File: src/rtl/dfd_apb_req_bridge_if.sv
// Bundled request/response stream and APB master signals for dfd_apb_req_bridge.
// master: bridge side. slave: request source, response sink and APB completer side.
`ifndef DFD_APB_ADDR_WIDTH
`define DFD_APB_ADDR_WIDTH 32
`endif
`ifndef DFD_APB_DATA_WIDTH
`define DFD_APB_DATA_WIDTH 32
`endif
`ifndef DFD_APB_PSTRB_WIDTH
`define DFD_APB_PSTRB_WIDTH 4
`endif

interface dfd_apb_req_bridge_if #(
  parameter int ADDR_WIDTH = `DFD_APB_ADDR_WIDTH,
  parameter int DATA_WIDTH = `DFD_APB_DATA_WIDTH,
  parameter int STRB_WIDTH = `DFD_APB_PSTRB_WIDTH
);
  logic                  req_valid;
  logic                  req_ready;
  logic                  req_write;
  logic [ADDR_WIDTH-1:0] req_addr;
  logic [DATA_WIDTH-1:0] req_wdata;
  logic [STRB_WIDTH-1:0] req_strb;

  logic                  rsp_valid;
  logic                  rsp_ready;
  logic [DATA_WIDTH-1:0] rsp_rdata;
  logic                  rsp_err;
  logic                  rsp_timeout;

  logic [ADDR_WIDTH-1:0] paddr;
  logic                  psel;
  logic                  penable;
  logic                  pwrite;
  logic [STRB_WIDTH-1:0] pstrb;
  logic [DATA_WIDTH-1:0] pwdata;
  logic                  pready;
  logic [DATA_WIDTH-1:0] prdata;
  logic                  pslverr;

  modport master (
    input  req_valid, req_write, req_addr, req_wdata, req_strb,
    output req_ready,
    output rsp_valid, rsp_rdata, rsp_err, rsp_timeout,
    input  rsp_ready,
    output paddr, psel, penable, pwrite, pstrb, pwdata,
    input  pready, prdata, pslverr
  );

  modport slave (
    output req_valid, req_write, req_addr, req_wdata, req_strb,
    input  req_ready,
    input  rsp_valid, rsp_rdata, rsp_err, rsp_timeout,
    output rsp_ready,
    input  paddr, psel, penable, pwrite, pstrb, pwdata,
    output pready, prdata, pslverr
  );
endinterface

File: src/rtl/dfd_apb_req_bridge.sv
// Register-request stream to APB master: 2-entry request FIFO, one transfer in flight,
// in-order responses. Optional ACCESS timeout abort enabled by DFD_APB_BRIDGE_TIMEOUT_EN.
`ifndef DFD_APB_ADDR_WIDTH
`define DFD_APB_ADDR_WIDTH 32
`endif
`ifndef DFD_APB_DATA_WIDTH
`define DFD_APB_DATA_WIDTH 32
`endif
`ifndef DFD_APB_PSTRB_WIDTH
`define DFD_APB_PSTRB_WIDTH 4
`endif

module dfd_apb_req_bridge #(
  parameter int ADDR_WIDTH     = `DFD_APB_ADDR_WIDTH,
  parameter int DATA_WIDTH     = `DFD_APB_DATA_WIDTH,
  parameter int STRB_WIDTH     = `DFD_APB_PSTRB_WIDTH,
  parameter int TIMEOUT_CYCLES = 256
) (
  input  logic                 clk,
  input  logic                 reset_n,
  dfd_apb_req_bridge_if.master bus,
  output logic                 busy
);

  typedef struct packed {
    logic                  write;
    logic [ADDR_WIDTH-1:0] addr;
    logic [DATA_WIDTH-1:0] wdata;
    logic [STRB_WIDTH-1:0] strb;
  } req_t;

  typedef enum logic [1:0] {S_IDLE, S_SETUP, S_ACCESS, S_RESP} state_e;

  state_e                state_q, state_d;
  req_t                  fifo_q [2];
  req_t                  fifo_d [2];
  logic                  wr_ptr_q, wr_ptr_d, rd_ptr_q, rd_ptr_d;
  logic [1:0]            count_q, count_d;
  req_t                  cur_q, cur_d;
  logic                  psel_q, psel_d, penable_q, penable_d;
  logic                  rsp_valid_q, rsp_valid_d;
  logic [DATA_WIDTH-1:0] rsp_rdata_q, rsp_rdata_d;
  logic                  rsp_err_q, rsp_err_d;
  logic                  rsp_timeout_q, rsp_timeout_d;
  logic                  push, bypass, pop;
  req_t                  in_req;

`ifdef DFD_APB_BRIDGE_TIMEOUT_EN
  localparam int unsigned TO_W = $clog2(TIMEOUT_CYCLES + 1);
  logic [TO_W-1:0] to_cnt_q, to_cnt_d;
`else
  logic unused_timeout_cfg;
  assign unused_timeout_cfg = (TIMEOUT_CYCLES != 0);
`endif

  always_comb begin
    state_d       = state_q;
    fifo_d        = fifo_q;
    wr_ptr_d      = wr_ptr_q;
    rd_ptr_d      = rd_ptr_q;
    cur_d         = cur_q;
    psel_d        = psel_q;
    penable_d     = penable_q;
    rsp_valid_d   = rsp_valid_q;
    rsp_rdata_d   = rsp_rdata_q;
    rsp_err_d     = rsp_err_q;
    rsp_timeout_d = rsp_timeout_q;
`ifdef DFD_APB_BRIDGE_TIMEOUT_EN
    to_cnt_d      = to_cnt_q;
`endif
    pop    = 1'b0;
    bypass = 1'b0;
    push   = bus.req_valid && (count_q != 2'd2);

    // Reads carry zero strobe/data so the APB bus never shows stale write payload.
    in_req.write = bus.req_write;
    in_req.addr  = bus.req_addr;
    in_req.wdata = bus.req_write ? bus.req_wdata : '0;
    in_req.strb  = bus.req_write ? bus.req_strb  : '0;

    unique case (state_q)
      S_IDLE: begin
        if (count_q != 2'd0) begin
          cur_d   = fifo_q[rd_ptr_q];
          pop     = 1'b1;
          psel_d  = 1'b1;
          state_d = S_SETUP;
        end else if (push) begin
          // Empty FIFO: the accepted request goes straight to SETUP next cycle.
          cur_d   = in_req;
          bypass  = 1'b1;
          psel_d  = 1'b1;
          state_d = S_SETUP;
        end
      end
      S_SETUP: begin
        penable_d = 1'b1;
        state_d   = S_ACCESS;
`ifdef DFD_APB_BRIDGE_TIMEOUT_EN
        to_cnt_d  = '0;
`endif
      end
      S_ACCESS: begin
        if (bus.pready) begin
          psel_d        = 1'b0;
          penable_d     = 1'b0;
          rsp_valid_d   = 1'b1;
          rsp_err_d     = bus.pslverr;
          rsp_timeout_d = 1'b0;
          rsp_rdata_d   = (!cur_q.write && !bus.pslverr) ? bus.prdata : '0;
          state_d       = S_RESP;
        end
`ifdef DFD_APB_BRIDGE_TIMEOUT_EN
        else if (to_cnt_q == TO_W'(TIMEOUT_CYCLES - 1)) begin
          psel_d        = 1'b0;
          penable_d     = 1'b0;
          rsp_valid_d   = 1'b1;
          rsp_err_d     = 1'b1;
          rsp_timeout_d = 1'b1;
          rsp_rdata_d   = '0;
          state_d       = S_RESP;
        end else begin
          to_cnt_d = to_cnt_q + TO_W'(1);
        end
`endif
      end
      S_RESP: begin
        if (bus.rsp_ready) begin
          rsp_valid_d   = 1'b0;
          rsp_err_d     = 1'b0;
          rsp_timeout_d = 1'b0;
          rsp_rdata_d   = '0;
          state_d       = S_IDLE;
        end
      end
      default: state_d = S_IDLE;
    endcase

    if (push && !bypass) begin
      fifo_d[wr_ptr_q] = in_req;
      wr_ptr_d         = !wr_ptr_q;
    end
    if (pop) rd_ptr_d = !rd_ptr_q;
    count_d = count_q + {1'b0, push && !bypass} - {1'b0, pop};
  end

  always_ff @(posedge clk or negedge reset_n) begin
    if (!reset_n) begin
      state_q       <= S_IDLE;
      fifo_q        <= '{default: '0};
      wr_ptr_q      <= 1'b0;
      rd_ptr_q      <= 1'b0;
      count_q       <= '0;
      cur_q         <= '0;
      psel_q        <= 1'b0;
      penable_q     <= 1'b0;
      rsp_valid_q   <= 1'b0;
      rsp_rdata_q   <= '0;
      rsp_err_q     <= 1'b0;
      rsp_timeout_q <= 1'b0;
`ifdef DFD_APB_BRIDGE_TIMEOUT_EN
      to_cnt_q      <= '0;
`endif
    end else begin
      state_q       <= state_d;
      fifo_q        <= fifo_d;
      wr_ptr_q      <= wr_ptr_d;
      rd_ptr_q      <= rd_ptr_d;
      count_q       <= count_d;
      cur_q         <= cur_d;
      psel_q        <= psel_d;
      penable_q     <= penable_d;
      rsp_valid_q   <= rsp_valid_d;
      rsp_rdata_q   <= rsp_rdata_d;
      rsp_err_q     <= rsp_err_d;
      rsp_timeout_q <= rsp_timeout_d;
`ifdef DFD_APB_BRIDGE_TIMEOUT_EN
      to_cnt_q      <= to_cnt_d;
`endif
    end
  end

  assign bus.req_ready   = (count_q != 2'd2);
  assign bus.paddr       = cur_q.addr;
  assign bus.pwrite      = cur_q.write;
  assign bus.pwdata      = cur_q.wdata;
  assign bus.pstrb       = cur_q.strb;
  assign bus.psel        = psel_q;
  assign bus.penable     = penable_q;
  assign bus.rsp_valid   = rsp_valid_q;
  assign bus.rsp_rdata   = rsp_rdata_q;
  assign bus.rsp_err     = rsp_err_q;
  assign bus.rsp_timeout = rsp_timeout_q;
  assign busy            = (count_q != 2'd0) || (state_q != S_IDLE);

endmodule

File: src/flat_wrapper.sv
// flat-port wrapper written by rule: the top's interface ports become plain ports
module dfd_apb_req_bridge_flat 
#(
  parameter int ADDR_WIDTH     = `DFD_APB_ADDR_WIDTH,
  parameter int DATA_WIDTH     = `DFD_APB_DATA_WIDTH,
  parameter int STRB_WIDTH     = `DFD_APB_PSTRB_WIDTH,
  parameter int TIMEOUT_CYCLES = 256
)
  (clk, reset_n, busy, bus_req_valid, bus_req_write, bus_req_addr, bus_req_wdata, bus_req_strb, bus_req_ready, bus_rsp_valid, bus_rsp_rdata, bus_rsp_err, bus_rsp_timeout, bus_rsp_ready, bus_paddr, bus_psel, bus_penable, bus_pwrite, bus_pstrb, bus_pwdata, bus_pready, bus_prdata, bus_pslverr);
  dfd_apb_req_bridge_if #(.ADDR_WIDTH(ADDR_WIDTH), .DATA_WIDTH(DATA_WIDTH), .STRB_WIDTH(STRB_WIDTH)) bus_i ();
  input  logic clk;
  input  logic reset_n;
  output logic busy;
  input wire logic [$bits(bus_i.req_valid)-1:0] bus_req_valid;
  input wire logic [$bits(bus_i.req_write)-1:0] bus_req_write;
  input wire logic [$bits(bus_i.req_addr)-1:0] bus_req_addr;
  input wire logic [$bits(bus_i.req_wdata)-1:0] bus_req_wdata;
  input wire logic [$bits(bus_i.req_strb)-1:0] bus_req_strb;
  output wire logic [$bits(bus_i.req_ready)-1:0] bus_req_ready;
  output wire logic [$bits(bus_i.rsp_valid)-1:0] bus_rsp_valid;
  output wire logic [$bits(bus_i.rsp_rdata)-1:0] bus_rsp_rdata;
  output wire logic [$bits(bus_i.rsp_err)-1:0] bus_rsp_err;
  output wire logic [$bits(bus_i.rsp_timeout)-1:0] bus_rsp_timeout;
  input wire logic [$bits(bus_i.rsp_ready)-1:0] bus_rsp_ready;
  output wire logic [$bits(bus_i.paddr)-1:0] bus_paddr;
  output wire logic [$bits(bus_i.psel)-1:0] bus_psel;
  output wire logic [$bits(bus_i.penable)-1:0] bus_penable;
  output wire logic [$bits(bus_i.pwrite)-1:0] bus_pwrite;
  output wire logic [$bits(bus_i.pstrb)-1:0] bus_pstrb;
  output wire logic [$bits(bus_i.pwdata)-1:0] bus_pwdata;
  input wire logic [$bits(bus_i.pready)-1:0] bus_pready;
  input wire logic [$bits(bus_i.prdata)-1:0] bus_prdata;
  input wire logic [$bits(bus_i.pslverr)-1:0] bus_pslverr;
  assign bus_i.req_valid = bus_req_valid;
  assign bus_i.req_write = bus_req_write;
  assign bus_i.req_addr = bus_req_addr;
  assign bus_i.req_wdata = bus_req_wdata;
  assign bus_i.req_strb = bus_req_strb;
  assign bus_req_ready = bus_i.req_ready;
  assign bus_rsp_valid = bus_i.rsp_valid;
  assign bus_rsp_rdata = bus_i.rsp_rdata;
  assign bus_rsp_err = bus_i.rsp_err;
  assign bus_rsp_timeout = bus_i.rsp_timeout;
  assign bus_i.rsp_ready = bus_rsp_ready;
  assign bus_paddr = bus_i.paddr;
  assign bus_psel = bus_i.psel;
  assign bus_penable = bus_i.penable;
  assign bus_pwrite = bus_i.pwrite;
  assign bus_pstrb = bus_i.pstrb;
  assign bus_pwdata = bus_i.pwdata;
  assign bus_i.pready = bus_pready;
  assign bus_i.prdata = bus_prdata;
  assign bus_i.pslverr = bus_pslverr;
  dfd_apb_req_bridge #(.ADDR_WIDTH(ADDR_WIDTH), .DATA_WIDTH(DATA_WIDTH), .STRB_WIDTH(STRB_WIDTH), .TIMEOUT_CYCLES(TIMEOUT_CYCLES)) u_core (.clk(clk), .reset_n(reset_n), .bus(bus_i), .busy(busy));
endmodule
File: config.mk
export PLATFORM = sky130hd
export DESIGN_NAME = dfd_apb_req_bridge_flat
export DESIGN_NICKNAME = d
export VERILOG_FILES = /design/src/rtl/dfd_apb_req_bridge_if.sv /design/src/rtl/dfd_apb_req_bridge.sv /design/src/flat_wrapper.sv
export SDC_FILE = /design/constraint.sdc
export NUM_CORES = 1
export LEC_CHECK = 0
export CAP_MARGIN = 20
export CORE_MARGIN = 1.5
export CORE_UTILIZATION = 52
export DETAILED_ROUTE_END_ITERATION = 8
export GPL_TIMING_DRIVEN = 0
export HOLD_SLACK_MARGIN = 0.15
export PLACE_DENSITY = 0.8
export SYNTH_ARGS = -nofsm -noshare
export SYNTH_HDL_FRONTEND = slang
export SYNTH_SLANG_ARGS = --single-unit
File: constraint.sdc
create_clock -name clk -period 2.9 [get_ports clk]
set_input_delay 0.58 -clock clk [delete_from_list [all_inputs] [get_ports clk]]
set_output_delay 0.58 -clock clk [all_outputs]
set_load 0.1 [all_outputs]
# [Word level (Yosys, flattened, before mapping)]
# Cells that the tools add are included.
[word_totals] register_bits=250 latchBits=0 ramBits=0 rom_bits=0 input_bits=107 wordCells=93 n_memories=0
[classes] addsub=2 n_mul=0 n_div=0 order_cmp=3 n_eq_ne=7 shifts=0 muxes=35 bitwise_logic=2 reduce_logical=22
[op_table] op="$mux 69" count=6
[op_table] op="$bwmux 138" count=1
[op_table] op="$mux 32" count=4
[op_table] op="$demux 69 s1" count=1
[op_table] op="$pmux 32 s2" count=1
[op_table] op="$reduce_bool 2->1" count=6
[op_table] op="$mux 1" count=11
[op_table] op="$pmux 1 s2" count=5
[op_table] op="$reduce_and 3->1" count=3
[op_table] op="$mux 2" count=4
[op_table] op="$pmux 2 s4" count=1
[op_table] op="$ne 2x2->1 const B" count=3
[op_table] op="$logic_not 1->1" count=5
[op_table] op="$eq 2x2->1 const B" count=2
[op_table] op="$ge 2x2->1 const B" count=2
[op_table] op="$logic_and 1x1->1" count=4
[op_table] op="$mux 4" count=1
[op_table] op="$not 1->2" count=2
[op_table] op="$reduce_and 2->1" count=2
[op_table] op="$ne 3x1->1 const B" count=1
[op_table] op="$add 2x1->2" count=1
[op_table] op="$eq 2x1->1 const B" count=1
[op_table] op="$logic_not 2->1" count=1
[op_table] op="$lt 2x1->1 const B" count=1
[op_table] op="other kinds (2)" count=2

# [Longest topological paths before layout]
# Gate-level depths: netlist of run 1.
[logic_depth] depth_word=9 mapped_depth=9

# [Least setup slack after synthesis of run 1]
# Ideal clock, no wire load.
[synth_timing] kind="reg-to-reg" startpoint="register u_core.state_q[0]" endpoint="register u_core.count_q[1]" setup_ps=90 arrival_time_ps=2356 t_required_ps=2810 path_slack_ps=455 stages_incl_launch_ff=9 path_buffers=1 period_less_slack_ps=2445 path_cell_list="dfrtp_1 > inv_1 > ha_1 > o21ai_1 > clkbuf_1 > inv_1 > ha_1 > or4b_2 > o2111ai_1"
[synth_rtl] element="start: declaration" line_no="dfd_apb_req_bridge.sv:34" rtl="state_e state_q, state_d;"
[synth_rtl] element="start signal: assignment" line_no="dfd_apb_req_bridge.sv:165" rtl="state_q <= state_d;"
[synth_rtl] element="$logic_not 2->1" line_no="dfd_apb_req_bridge.sv:81" rtl="unique case (state_q)"
[synth_rtl] element="$mux 1" line_no="dfd_apb_req_bridge.sv:81"
[synth_rtl] element="named net u_core.pop" line_no="dfd_apb_req_bridge.sv:45" rtl="logic push, bypass, pop;"
[synth_rtl] element="$sub 2x1->2" line_no="dfd_apb_req_bridge.sv:144" rtl="count_d = count_q + {1'b0, push && !bypass} - {1'b0, pop};"
[synth_rtl] element="named net u_core.count_d[1]" line_no="dfd_apb_req_bridge.sv:38" rtl="logic [1:0] count_q, count_d;"
[synth_rtl] element="end signal: assignment" line_no="dfd_apb_req_bridge.sv:169" rtl="count_q <= count_d;"
[synth_rtl] element="end: declaration" line_no="dfd_apb_req_bridge.sv:38"
# The timed path passes the listed nets, and every way through them passes these cells.
# A chain may end at the register's enable or synchronous reset.

# [Final worst setup path of run 1]
[layout_timing] startpoint="register u_core.cur_q, in the netlist u_core.bus.pwdata[31]" endpoint="output bus_pwdata[31]"
[layout_rtl] element="start: declaration" line_no="dfd_apb_req_bridge.sv:39" rtl="req_t cur_q, cur_d;"
[layout_rtl] element="start signal: assignment" line_no="dfd_apb_req_bridge.sv:170" rtl="cur_q <= cur_d;"
[layout_rtl] element="end: declaration" line_no="flat_wrapper.sv:30" rtl="output wire logic [$bits(bus_i.pwdata)-1:0] bus_pwdata;"
# No word-level cell between the ends.

==> flow_summary.json, run 1 <==
{
  "portBuffers": 212,
  "nFillCells": 1435,
  "fin_nets": 1135,
  "async_flop_share": 1.00,
  "ios": 215,
  "netlist.area_leader.share": 0.572,
  "status": "complete, no violations",
  "critPathSlowestCell": "clkdlybuf4s50_1",
  "dp.cells": 1264,
  "antenna_left": 0,
  "busiest_layer": "met2",
  "insertion_delay_ns": 0.52,
  "synth_common_cells": "dfrtp_1, nor2_1, mux2_2",
  "grt_max_degree": 98,
  "yosysWarnings": 0,
  "wl_per_cell_um": 19.4,
  "drc": 0,
  "antenna_found_initial": 1,
  "drive_gt1_frac": 0.221,
  "finalHoldViolations": 0,
  "cts_setup_buffers": 0,
  "cp.arrival_ns": 2.11,
  "whs_path_depth": 1,
  "slew_viol_final": 0,
  "min_period_ns": 2.69,
  "gp_congestion": 0.759,
  "total_leakage_power_nw": 6.68,
  "die_x_um": 148,
  "rsz0062_at_grt": "no",
  "grt_pass1_wl_um": 41300,
  "synth-main-ff-cell": "dfrtp_1",
  "cp-start-kind": "register",
  "max_freq_ghz": 0.372,
  "worstHoldPathType": "register to register",
  "wl_um": 25500,
  "grtUsageMet3": 0.0389,
  "switching_share": 0.445,
  "cts_buffers": 26,
  "powerDensity_nw_per_um2": 1350,
  "stdcell_count": 1314,
  "grt_pass1_vias": 7736,
  "cts_tree": "built",
  "synth.avg_cell_area_um2": 14.0,
  "max-vdd-ir-drop_mv": 0.773,
  "synth_area_leaders": "dfrtp_1, mux2_4, mux2_2",
  "synth_cell_type_count": 38,
  "ys_ff_latch": 249,
  "met1_usage": 0.328,
  "clock-sinks": 249,
  "syn_to_final_growth_pct": 31.7,
  "reg2reg_depth": 8,
  "dp_hpwl_um": 17200,
  "switchingPower_mw": 8.65,
  "grt_util_met2": 0.387,
  "crit_family": "buffers and inverters",
  "crit_fanout": 2,
  "yosysSeqAreaShare": 0.572,
  "num_vias": 7304,
  "rows": 52,
  "grtUsageTotal": 0.237,
  "synth_nets": 892,
  "power_frac_comb": 0.522,
  "drv_cap": 0,
  "p_int_mw": 10.8,
  "cpPeakStageDelay_ns": 1.22,
  "cp-end-kind": "output pin",
  "drt_iter0_drc": 322,
  "vias_per_cell": 5.56,
  "critPathKind": "register to output pin",
  "required_ns": 2.32,
  "netlist_instances": 780,
  "path_buf_inv": 1,
  "crit_cells": 1,
  "finalPower_mw": 19.4,
  "yosysTopAreaCell": "dfrtp_1",
  "setup_violations": 0,
  "cts_buffer_depth": 3,
  "crit_chain": "clkdlybuf4s50_1",
  "synth_most_common_cell": "dfrtp_1",
  "gr-total-overflow": 0,
  "htreeDepth": 1,
  "final.period_utilization": 0.926,
  "core_um2": 20400,
  "skew_ns": 0.00874,
  "synth_enable_flop_cells": 0,
  "netlist_area_um2": 10900,
  "start_util": 0.535,
  "fp.dieH_um": 148,
  "die_area_um2": 21800,
  "cts_root_buffer": "clkbuf_16",
  "firstDrtPassIters": 4,
  "slew_headroom": 0.280,
  "seqPwrFrac": 0.297,
  "power_frac_clock": 0.181,
  "cts.clk_slew.worst_paths_ns": 0.06,
  "tightest_slew_ns": 1.08
}
==> cell families after synthesis <==
family                     Yosys count  synth area share
DFF                                249             0.572
muxes                              208             0.231
AOI/OAI and AO/OA                  115            0.0981
and+or+nand+nor                    132            0.0581
buffers and inverters               68            0.0332
xor gates and xnor gates             2           0.00161
adders and majority gates            5           0.00574
other                                1          0.000344
==> worst paths after layout <==
check,startpoint,to,slack (ns)
setup / recovery,u_core.bus.pwdata[31],bus_pwdata[31],0.21
hold / removal,u_core.bus.rsp_rdata[30],u_core.bus.rsp_rdata[30],0.50
setup reg to reg,u_core.state_q[0],u_core.count_q[1],0.25
hold reg to reg,u_core.bus.rsp_rdata[30],u_core.bus.rsp_rdata[30],0.50
max in group asynchronous,reset_n,u_core.bus.rsp_rdata[23],1.03
min in group asynchronous,reset_n,u_core.bus.paddr[30],0.61
==> final cells by class <==
type | count | area (um2) | share of cell area
diodes | 1 | 2.50 | 0.000174
plain buffers | 60 | 333 | 0.0232
clock buffers | 39 | 801 | 0.0558
clock inverters | 9 | 120 | 0.00837
inverters | 8 | 30.0 | 0.00209
multi-input cells | 463 | 4300 | 0.300
flip-flops and latches | 249 | 6230 | 0.434
well taps | 270 | 338 | 0.0235
repair buffers | 215 | 2190 | 0.152
==> routing by layer <==
metal | routed length (um) | vias up
li1 | - | 3347
met1 | 11400 | 3700
met2 | 12200 | 215
met3 | 1300 | 42
met4 | 619 | 0
met5 | 0 | -
==> cells in the final DEF, fill, tap and decap left out, drive strengths merged, types with 5 or more instances in the layout <==
cell type	instances
dfrtp	249
clkdlybuf4s50	209
mux2	139
nor2	75
mux2i	69
a221o	69
clkbuf	60
buf	43
and2	36
a22o	32
inv	8
nand2	6
clkinv	6
ha	5
==> registers in the layout (all words and copies together) (netlist names), 2 cells and up <==
name and flops:
u_core.count_q 2, u_core.bus.pstrb 4, u_core.fifo_q 138, u_core.bus.rsp_rdata 32, u_core.bus.pwdata 32, u_core.bus.paddr 32, u_core.state_q 2
==> power by group through the flow <==
stage          clock [mW]  combinational (mW)  sequential, mW
2_1_floorplan           0                4.18            9.32
6_report             3.52                10.1            5.76
3_5_place_dp            0                10.2            5.77
5_1_grt              3.72                10.7            5.93
4_1_cts              3.59                10.2            5.75
3_3_place_gp            0                9.98            5.73
==> metrics by stage <==
stage	util	hold slack (ns)	setup WS, ns	instance area [um2]	TNS, ns
floorplan	-	0.284	0.455	10900	0
global placement	0.656	0.487	-9.18	13400	-2278.91
detailed placement	0.659	0.490	-0.195	13400	-0.195
CTS	0.704	0.507	0.0101	14300	0
global route	0.704	0.515	0.0893	14300	0
finish	0.704	0.501	0.214	14300	0
==> what timing repair did <==
| action | 4_1_cts | 5_1_grt |
|---|---|---|
| cloned | 0 | 0 |
| hold buffers | 1 | 0 |
| setup endpoints to repair | 2 | 2 |
| pin swaps | 0 | 0 |
| hold endpoints to repair | 76 | 0 |
| resized for setup | 3 | 4 |
(Power assumes the default switching activity.)
==> inputs of run 2 (changes only) <==
--- a/config.mk
+++ b/config.mk
@@ -5,7 +5,6 @@
 export SDC_FILE = /design/constraint.sdc
 export NUM_CORES = 1
 export LEC_CHECK = 0
-export CAP_MARGIN = 20
 export CORE_MARGIN = 1.5
 export CORE_UTILIZATION = 52
 export DETAILED_ROUTE_END_ITERATION = 8
==> results of run 2 <==
The final DEF is identical to that of run 1; final timing and power are the same.
